[src/rtl/sticker_classifier.sv]
`default_nettype none
// ============================================================================
//  Module   : sticker_classifier
//  Purpose  : Reads the nine stored block colours of one cube face one by one
//             over an indexed read port, classifies each RGB triple into a
//             3-bit cube colour code and publishes a 27-bit face vector.
//  Ports    : Clk        - system clock
//             Reset      - synchronous, active-high reset
//             Start      - 1-cycle pulse, colours stored, begin a pass
//             Sel_idx    - [3:0] block index to the colour store (0 otherwise)
//             Sel_color  - [29:0] {R,G,B} of Sel_idx, valid one cycle later
//             Busy       - high from the cycle after Start through DONE
//             Done       - 1-cycle pulse, Face_codes complete
//             Face_codes - [26:0] sticker k at [3k+2:3k]
//             Face_err   - face plausibility flag (FACE_CHECK_EN builds only)
//  Config   : `define FACE_CHECK_EN builds the face check; otherwise
//             Face_err is tied low.
//  Revision : 1.0 - initial release
// ============================================================================
module sticker_classifier #(
  parameter logic [9:0] DARK_MAX   = 10'd96,
  parameter logic [9:0] CHROMA_MIN = 10'd80,
  parameter logic [9:0] WHITE_MIN  = 10'd512,
  parameter logic [9:0] YEL_DELTA  = 10'd160,
  parameter logic [9:0] ORG_DELTA  = 10'd96
) (
  input  logic        Clk,
  input  logic        Reset,
  input  logic        Start,
  output logic [3:0]  Sel_idx,
  input  logic [29:0] Sel_color,
  output logic        Busy,
  output logic        Done,
  output logic [26:0] Face_codes,
  output logic        Face_err
);

  localparam logic [2:0] C_WHITE   = 3'd0;
  localparam logic [2:0] C_YELLOW  = 3'd1;
  localparam logic [2:0] C_ORANGE  = 3'd2;
  localparam logic [2:0] C_RED     = 3'd3;
  localparam logic [2:0] C_GREEN   = 3'd4;
  localparam logic [2:0] C_BLUE    = 3'd5;
  localparam logic [2:0] C_UNKNOWN = 3'd7;

  typedef enum logic [2:0] {
    S_IDLE  = 3'd0,
    S_FETCH = 3'd1,
    S_WAIT  = 3'd2,
    S_CLASS = 3'd3,
    S_DONE  = 3'd4
  } state_t;

  state_t      state_q, state_d;
  logic [3:0]  idx_q, idx_d;
  logic [29:0] color_q, color_d;
  logic [26:0] face_codes_q, face_codes_d;

  // --------------------------------------------------------------------------
  // Classifier on the captured colour
  // --------------------------------------------------------------------------
  logic [9:0]  red, grn, blu;
  logic [9:0]  max_v, min_v;
  logic        r_is_max, g_is_max;
  logic [10:0] chroma;
  logic [2:0]  class_code;

  always_comb begin
    red = color_q[29:20];
    grn = color_q[19:10];
    blu = color_q[9:0];

    // Ties resolve toward R, then G, so equal R/G counts as a red-family hue.
    r_is_max = (red >= grn) && (red >= blu);
    g_is_max = !r_is_max && (grn >= blu);

    if (r_is_max)      max_v = red;
    else if (g_is_max) max_v = grn;
    else               max_v = blu;

    if ((red <= grn) && (red <= blu)) min_v = red;
    else if (grn <= blu)              min_v = grn;
    else                              min_v = blu;

    chroma = {1'b0, max_v} - {1'b0, min_v};

    // Deltas are added in 11 bits so saturated channels cannot wrap.
    if (max_v < DARK_MAX) begin
      class_code = C_UNKNOWN;
    end else if (chroma < {1'b0, CHROMA_MIN}) begin
      class_code = (min_v >= WHITE_MIN) ? C_WHITE : C_UNKNOWN;
    end else if (r_is_max) begin
      if (({1'b0, grn} + {1'b0, YEL_DELTA}) >= {1'b0, red})
        class_code = C_YELLOW;
      else if ({1'b0, grn} >= ({1'b0, blu} + {1'b0, ORG_DELTA}))
        class_code = C_ORANGE;
      else
        class_code = C_RED;
    end else if (g_is_max) begin
      class_code = C_GREEN;
    end else begin
      class_code = C_BLUE;
    end
  end

  // --------------------------------------------------------------------------
  // Sequencer: FETCH drives the index, WAIT captures the returned colour,
  // CLASS writes the slot.
  // --------------------------------------------------------------------------
  always_comb begin
    state_d      = state_q;
    idx_d        = idx_q;
    color_d      = color_q;
    face_codes_d = face_codes_q;

    case (state_q)
      S_IDLE: begin
        if (Start) begin
          idx_d   = 4'd0;
          state_d = S_FETCH;
        end
      end
      S_FETCH: state_d = S_WAIT;
      S_WAIT: begin
        color_d = Sel_color;
        state_d = S_CLASS;
      end
      S_CLASS: begin
        for (int k = 0; k < 9; k++) begin
          if (idx_q == 4'(k)) face_codes_d[3*k +: 3] = class_code;
        end
        if (idx_q < 4'd8) begin
          idx_d   = idx_q + 4'd1;
          state_d = S_FETCH;
        end else begin
          state_d = S_DONE;
        end
      end
      S_DONE:  state_d = S_IDLE;
      default: state_d = S_IDLE;
    endcase
  end

  always_ff @(posedge Clk) begin
    if (Reset) begin
      state_q      <= S_IDLE;
      idx_q        <= 4'd0;
      color_q      <= 30'd0;
      face_codes_q <= {27{1'b1}};
    end else begin
      state_q      <= state_d;
      idx_q        <= idx_d;
      color_q      <= color_d;
      face_codes_q <= face_codes_d;
    end
  end

  assign Sel_idx    = (state_q == S_FETCH) ? idx_q : 4'd0;
  assign Busy       = (state_q != S_IDLE);
  assign Done       = (state_q == S_DONE);
  assign Face_codes = face_codes_q;

  // --------------------------------------------------------------------------
  // Optional face check: evaluated on the completed vector so the flag is
  // valid in the same cycle as Done.
  // --------------------------------------------------------------------------
`ifdef FACE_CHECK_EN
  logic face_err_q, face_err_d;
  logic any_unknown;

  always_comb begin
    any_unknown = 1'b0;
    for (int k = 0; k < 9; k++) begin
      if (face_codes_d[3*k +: 3] == C_UNKNOWN) any_unknown = 1'b1;
    end
    face_err_d = face_err_q;
    if ((state_q == S_CLASS) && (idx_q == 4'd8))
      face_err_d = any_unknown || (face_codes_d[14:12] == C_UNKNOWN);
  end

  always_ff @(posedge Clk) begin
    if (Reset) face_err_q <= 1'b0;
    else       face_err_q <= face_err_d;
  end

  assign Face_err = face_err_q;
`else
  assign Face_err = 1'b0;
`endif

endmodule
`default_nettype wire

[config.mk]
export PLATFORM = sky130hd
export DESIGN_NAME = sticker_classifier
export DESIGN_NICKNAME = d
export VERILOG_FILES = /design/src/rtl/sticker_classifier.sv
export SDC_FILE = /design/constraint.sdc
export NUM_CORES = 1
export LEC_CHECK = 0
export ABC_CLOCK_PERIOD_IN_PS = 11700
export CORE_MARGIN = 5
export CORE_UTILIZATION = 60
export CTS_CLUSTER_DIAMETER = 30
export DETAILED_ROUTE_END_ITERATION = 10
export PLACE_DENSITY = 0.87
export SYNTH_ARGS = -nofsm -noshare
export SYNTH_HDL_FRONTEND = slang
export SYNTH_SLANG_ARGS = --single-unit
[constraint.sdc]
create_clock -name Clk -period 11.7 [get_ports Clk]
set_input_delay 2.34 -clock Clk [delete_from_list [all_inputs] [get_ports Clk]]
set_output_delay 2.34 -clock Clk [all_outputs]
set_load 0.1 [all_outputs]
==> results.py, run 1 <==
metrics = {
    "critical_path": {
        "worstSetupPathType": "reg2reg",
        "worstRegToRegCells": 22,
        "cp.arrival_ps": 6200,
        "reg2reg_from": "color_q[9]",
        "crit_required_ps": 11900,
        "worstSetupStartpoint": "color_q[9]",
        "endpoint": "Face_codes[20]",
        "rrSetupSlack_ps": 5700,
        "r2r-end": "Face_codes[20]",
        "worst_setup_path_end_kind": "register",
        "crit_fanout": 9,
        "start_kind": "register",
    },
    "route": {
        "drt_first_pass_iters": 5,
        "drt_iter0_drc": 285,
        "via_per_inst": 5.98,
        "wl_per_cell_microns": 16.7,
        "drtAntennaViolNets": 0,
        "drc_errors": 0,
        "vias": 4505,
        "drt_wl_total_microns": 12600,
    },
    "floorplanning": {
        "ios": 67,
        "start_util": 0.625,
        "fp.dieW_microns": 97.4,
        "num_rows": 31,
        "coreArea_sq_mm": 0.00733,
        "die_y_microns": 97.4,
        "die_area_sq_mm": 0.00948,
    },
    "logic_synthesis": {
        "synth_top_family_by_area": "compound AO/OA/AOI/OAI gates",
        "synth-simple-area-share": 0.218,
        "synthFlopType": "dfxtp_1",
        "async_flop_share": 0,
        "syn_area_per_cell_sq_um": 7.63,
        "synth_xor_xnor_area_share": 0.0210,
        "synth_area_leaders": "dfxtp_1 (28%), ha_1 (16%), a21oi_1 (9.6%)",
        "synth_cell_types": 56,
        "synth_top_area_share": 0.280,
        "yosys_warnings": 0,
        "synth_compound_area_frac": 0.229,
        "yosys.area.top_type": "dfxtp_1",
        "synthCells": 600,
        "yosysSeqAreaShare": 0.280,
        "ys_ff_latch": 64,
        "synth_nets": 693,
        "synth-edff-count": 0,
        "synth.mux.area_fraction": 0.0284,
        "synthAdderAreaFrac": 0.164,
        "syn_area_sq_mm": 0.00458,
    },
    "sta": {
        "drv_slew": 0,
        "finalCritPeriodShare": 0.513,
        "setup_viol": 0,
        "fin_ws_ps": 5700,
        "fin_setup_tns_ps": 0,
        "rsz0062_at_grt": "no",
        "finalHoldViolCount": 0,
        "timing.fmax_mhz": 167,
        "slew_headroom": 0.207,
        "worst_slew_pin_slew_ps": 1190,
        "min_period_ps": 6000,
        "clock_skew_ps": 13.8,
    },
    "clocking": {
        "clockBufferDepth": 2,
        "path_clk_slew_ps": 80,
        "post-cts-setup-buffers": 0,
        "cts_tree": "yes",
        "cts_htree_levels": 3,
        "hold_buffers": 0,
        "cts_root_buf": "clkbuf_8",
        "cts-buffers-inserted": 9,
        "clk_latency_ps": 350,
        "clock-sinks": 64,
        "cts_resized": 0,
    },
    "final_layout": {
        "nets": 742,
        "syn_to_final_growth_pct": 19.6,
        "fin_util": 0.747,
        "antenna_cells": 0,
        "fin_cells": 753,
        "drive_above_1_share": 0.0428,
    },
    "placement": {
        "port_buffers": 65,
        "dpl.cell_count": 737,
        "finalWeightedCongestion": 0.913,
        "place_ws_ps": 5820,
        "dp_hpwl_microns": 9360,
    },
    "global_routing": {
        "grt.total_usage": 0.263,
        "grt_pass1_vias": 4486,
        "grt_pass1_wl_microns": 20900,
        "grt_antenna_before_repair": 0,
        "grt_overflow_total": 0,
        "grt_max_degree": 66,
    },
    "min_path": {
        "min_path_type": "reg2reg",
    },
    "power_and_ir_drop": {
        "p_leak_nw": 2.18,
        "powerDensity_mw_per_mm2": 213,
        "ir_drop_mv": 0.154,
    },
    "outcome": {
        "outcome": "complete, no violations",
    },
    "run": {
        "max-cap-violations": 0,
    },
}
## Yosys cell counts, drive strengths merged (2+ instances only)
cell,number
a221oi,2
nor4,3
nand2b,7
nor3b,3
o31ai,2
nor3,37
and2,12
a21oi,88
a211oi,4
nor2,37
buf,7
a31oi,15
nand2,84
xnor2,7
o21ai,20
clkbuf,22
dfxtp,64
o22ai,3
mux2i,13
inv,41
and3,10
nand3,4
a2111oi,3
a32oi,2
or2,2
and4,2
xor2,4
o211ai,2
a21o,15
o21bai,4
nand4,7
a21bo,2
ha,60
## worst min-delay path by stage
stage           startpoint          end  slack, ps  cells after the start
6_report       color_q[10]  color_q[10]        510                      2
5_1_grt         color_q[4]   color_q[4]        520                      2
4_1_cts        color_q[10]  color_q[10]        510                      2
3_5_place_dp    color_q[8]   color_q[8]        490                      2
3_3_place_gp    color_q[8]   color_q[8]        480                      2
2_1_floorplan   color_q[1]   color_q[1]        450                      2
## per-layer routing
layer  up-vias  track usage  share of wire
met5         -            0              0
li1       2215            -              -
met4         0       0.0788          0.018
met3        22       0.0660          0.061
met2       143        0.429           0.46
met1      2125        0.343           0.46
## flip-flops by register name (all words and copies together), names as in the netlist
name and count:
color_q 30, Face_codes 27, state_q 3, idx_q 4
## worst max-delay path, cell delays in order, from the launching register on
cell and delay, ps:
dfxtp_1 400, inv_1 110, ha_1 340, nand4_1 160
nor2_1 210, o21ai_0 150, a21oi_1 950, mux2i_1 280
nor2_1 50, a21oi_1 160, ha_1 260, a21o_1 190
a21o_1 210, o21ai_0 230, a21boi_0 160, nor2_1 150
a31oi_1 80, o31ai_2 120, xor2_1 170, a21oi_1 80
nor4_4 400, mux2i_1 800, a31oi_1 180
## power by group
part	leakage [nW]	total [W]	switching, W	internal (W)
clock	0.117	0.000218	0.0000913	0.000127
sequential	0.519	0.000252	0.0000229	0.000229
combinational	1.54	0.000698	0.000444	0.000253
## cell type report
| cell class | instances | area, sq um |
|---|---|---|
| Multi-Input combinational cell | 466 | 3030 |
| Tap cell | 99 | 124 |
| Clock buffer | 10 | 138 |
| Sequential cell | 64 | 1280 |
| Timing Repair Buffer | 67 | 661 |
| Inverter | 41 | 154 |
| Clock inverter | 6 | 91.3 |
| Fill cell | 547 | 1860 |
## layout by cell type, fill, tap and decap left out, types with 3 or more instances in the layout
| cell | Yosys | final |
|---|---|---|
| and3_1 | 10 | 10 |
| mux2i_1 | 13 | 13 |
| nand2b_1 | 7 | 7 |
| ha_1 | 60 | 60 |
| dfxtp_1 | 64 | 64 |
| o21bai_1 | 4 | 4 |
| xnor2_1 | 7 | 7 |
| clkbuf_8 | 0 | 10 |
| nand3_1 | 4 | 4 |
| inv_1 | 41 | 41 |
| a211oi_1 | 3 | 3 |
| clkdlybuf4s50_1 | 0 | 64 |
| xor2_1 | 4 | 4 |
| o21ai_1 | 3 | 3 |
| nand4_1 | 7 | 7 |
| a21o_1 | 15 | 15 |
| o22ai_1 | 3 | 3 |
| o21ai_0 | 17 | 17 |
| a31oi_1 | 15 | 15 |
| nand2_1 | 84 | 84 |
| a21oi_1 | 88 | 88 |
| nor2_1 | 37 | 37 |
| nor3_1 | 37 | 37 |
| and2_1 | 12 | 12 |
## cells by family (layout without fill, tap and decap cells)
kind of cell / after synthesis / count (layout)
and+or+nand+nor: 211 / 211
AOI/OAI and AO/OA: 170 / 170
buffers and inverters: 70 / 124
DFF: 64 / 64
adders and majority gates: 60 / 60
muxes: 13 / 13
xor gates and xnor gates: 11 / 11
other: 1 / 1
## per-stage QoR
| stage | instance area (sq um) | hold slack [ps] | total power [W] |
|---|---|---|---|
| after floorplan | 4580 | 449 | 0.000800 |
| after global placement | 5250 | 485 | 0.000912 |
| after detailed placement | 5250 | 485 | 0.000934 |
| after CTS | 5480 | 505 | 0.00116 |
| after global routing | 5480 | 523 | 0.00125 |
| final | 5480 | 508 | 0.00117 |
No activity file was read; power rests on OpenSTA's default activity.
==> run 2, diff against run 1 <==
ABC_CLOCK_PERIOD_IN_PS = 5600   (was 11700)
CORE_UTILIZATION = 55   (was 60)
PLACE_DENSITY = 0.81   (was 0.87)
clock period = 5.6 ns   (was 11.7 ns; I/O delays follow)
==> run 2 against run 1 <==
  * Flip-flop and latch count is the same
  * Utilization shrank 6.9 points
  * Critical path type unchanged
  * Via count grew 0.71%
  * Register-to-register slack lost 5300 ps
  * Non-clock buffer count grew 9
  * Clock-buffer cell count is the same
  * Critical path depth shrank 3
  * Die area grew 8.1%
  * Critical endpoint is now Face_codes[16]
  * Global-route usage shrank 1.6 points
  * Worst setup slack lost 5300 ps
  * Clock skew grew 2.6 ps
==> results.py, run 2 (same netlist as run 1, synthesis figures left out) <==
metrics = {
    "sta": {
        "finalCritPeriodShare": 0.933,
        "worst_slew_pin_slew_ps": 997,
        "clock_skew_ps": 16.4,
        "finalHoldViolCount": 0,
        "min_period_ps": 5220,
        "fin_setup_tns_ps": 0,
        "drv_slew": 0,
        "fin_ws_ps": 377,
        "setup_viol": 0,
        "timing.fmax_mhz": 191,
        "rsz0062_at_grt": "no",
        "slew_headroom": 0.333,
    },
    "clocking": {
        "clk_latency_ps": 340,
        "cts_htree_levels": 3,
        "cts_root_buf": "clkbuf_8",
        "hold_buffers": 0,
        "cts_tree": "yes",
        "clockBufferDepth": 2,
        "path_clk_slew_ps": 70,
        "cts-buffers-inserted": 9,
        "clock-sinks": 64,
    },
    "floorplanning": {
        "coreArea_sq_mm": 0.00818,
        "die_y_microns": 101,
        "fp.dieW_microns": 101,
        "die_area_sq_mm": 0.0102,
        "start_util": 0.560,
        "ios": 67,
        "num_rows": 33,
    },
    "power_and_ir_drop": {
        "powerDensity_mw_per_mm2": 438,
        "p_leak_nw": 2.20,
        "total_power_w": 0.00243,
        "ir_drop_mv": 0.246,
    },
    "critical_path": {
        "slowest_stage": "dfxtp_1",
        "crit_required_ps": 5820,
        "cp.arrival_ps": 5440,
        "worst_setup_path_end_kind": "register",
        "path_delay_family": "compound AO/OA/AOI/OAI gates",
        "path_cells": "inv_1 > ha_1 > a211oi_1 > nor2_1 > a2111oi_4 > or2_1 > and2_4 > nor2_1 > a21oi_1 > ha_1 > a2111oi_0 > o21ai_0 > o31a_1 > a221oi_2 > xnor2_1 > nor4_4 > mux2i_1 > buf_4 > a31oi_1",
        "worst-path-buf-inv": 2,
        "start_kind": "register",
        "crit_fanout": 19,
        "worstSetupPathType": "reg2reg",
        "cpPeakStageDelay_ps": 490,
    },
    "global_routing": {
        "grt_pass1_wl_microns": 20300,
        "grt.total_usage": 0.247,
        "grt_max_degree": 66,
        "grt_overflow_total": 0,
        "grt_pass1_vias": 4320,
        "grt_antenna_before_repair": 0,
    },
    "final_layout": {
        "nets": 751,
        "final_common_cell": "a21oi_1",
        "antenna_cells": 0,
        "syn_to_final_growth_pct": 21.0,
        "drive_above_1_share": 0.0649,
        "top_register": "color_q",
        "mostFrequentLayoutCells": "a21oi_1 (87), nand2_1 (84), clkdlybuf4s50_1 (64)",
        "largest_reg_flops": 30,
        "fillers": 678,
    },
    "run": {
        "max-cap-violations": 0,
    },
    "route": {
        "drt_first_pass_iters": 5,
        "wl_per_cell_microns": 16.5,
        "drt_wl_total_microns": 12600,
        "drtAntennaViolNets": 0,
        "vias": 4537,
        "drt_iter0_drc": 275,
        "drc_errors": 0,
        "via_per_inst": 5.91,
    },
    "min_path": {
        "min_path_type": "reg2reg",
    },
    "placement": {
        "place_ws_ps": 307,
        "dp_hpwl_microns": 9530,
        "finalWeightedCongestion": 0.913,
        "port_buffers": 65,
    },
    "outcome": {
        "outcome": "complete, no violations",
    },
}
run 2: routing by layer:
metal / GRT usage / vias up / part of all wire / wire length [microns]
met3: 0.0489 / 23 / 0.056 / 702
li1: - / 2232 / - / -
met2: 0.402 / 142 / 0.47 / 5970
met5: 0 / - / 0 / 0
met1: 0.326 / 2140 / 0.45 / 5710
met4: 0.0859 / 0 / 0.021 / 261
run 2: worst min-delay path, cell delays in order, from the launching register on:
cell and delay, ps:
dfxtp_1 350, nand2_1 70, a21oi_1 50
run 2: final timing paths:
check | slack, ps | depth (start not counted) | startpoint | endpoint
setup reg to reg | 380 | 19 | color_q[7] | Face_codes[16]
hold reg to reg | 520 | 2 | color_q[4] | color_q[4]
setup / recovery | 380 | 19 | color_q[7] | Face_codes[16]
hold / removal | 520 | 2 | color_q[4] | color_q[4]
run 2: repair_timing:
action | in CTS | in global routing
buffers inserted | 0 | 0
setup endpoints to repair | 0 | 27
resized for setup | 0 | 8
run 2: stage by stage:
step,instance area [sq um],util,hold WS (ps),std cells
finish,5540,0.678,519,768
floorplan,4580,-,449,600
detailed placement,5320,0.651,505,752
global route,5540,0.678,546,768
global placement,5320,0.651,497,752
CTS,5500,0.673,515,768
run 2: cell type report:
class	count	area (sq um)	share of cell area
Multi-Input combinational cell	466	3060	0.553
Timing Repair Buffer	76	728	0.131
Inverter	41	154	0.0278
Sequential cell	64	1280	0.232
Clock buffer	10	138	0.0248
Clock inverter	6	42.5	0.00768
Tap cell	105	131	0.0237
run 2: power by group:
group / switching, W / total [W] / internal [W]
clock: 0.000183 / 0.000356 / 0.000173
sequential: 0.0000469 / 0.000527 / 0.000480
combinational: 0.000941 / 0.00155 / 0.000605
total: 0.00117 / 0.00243 / 0.00126
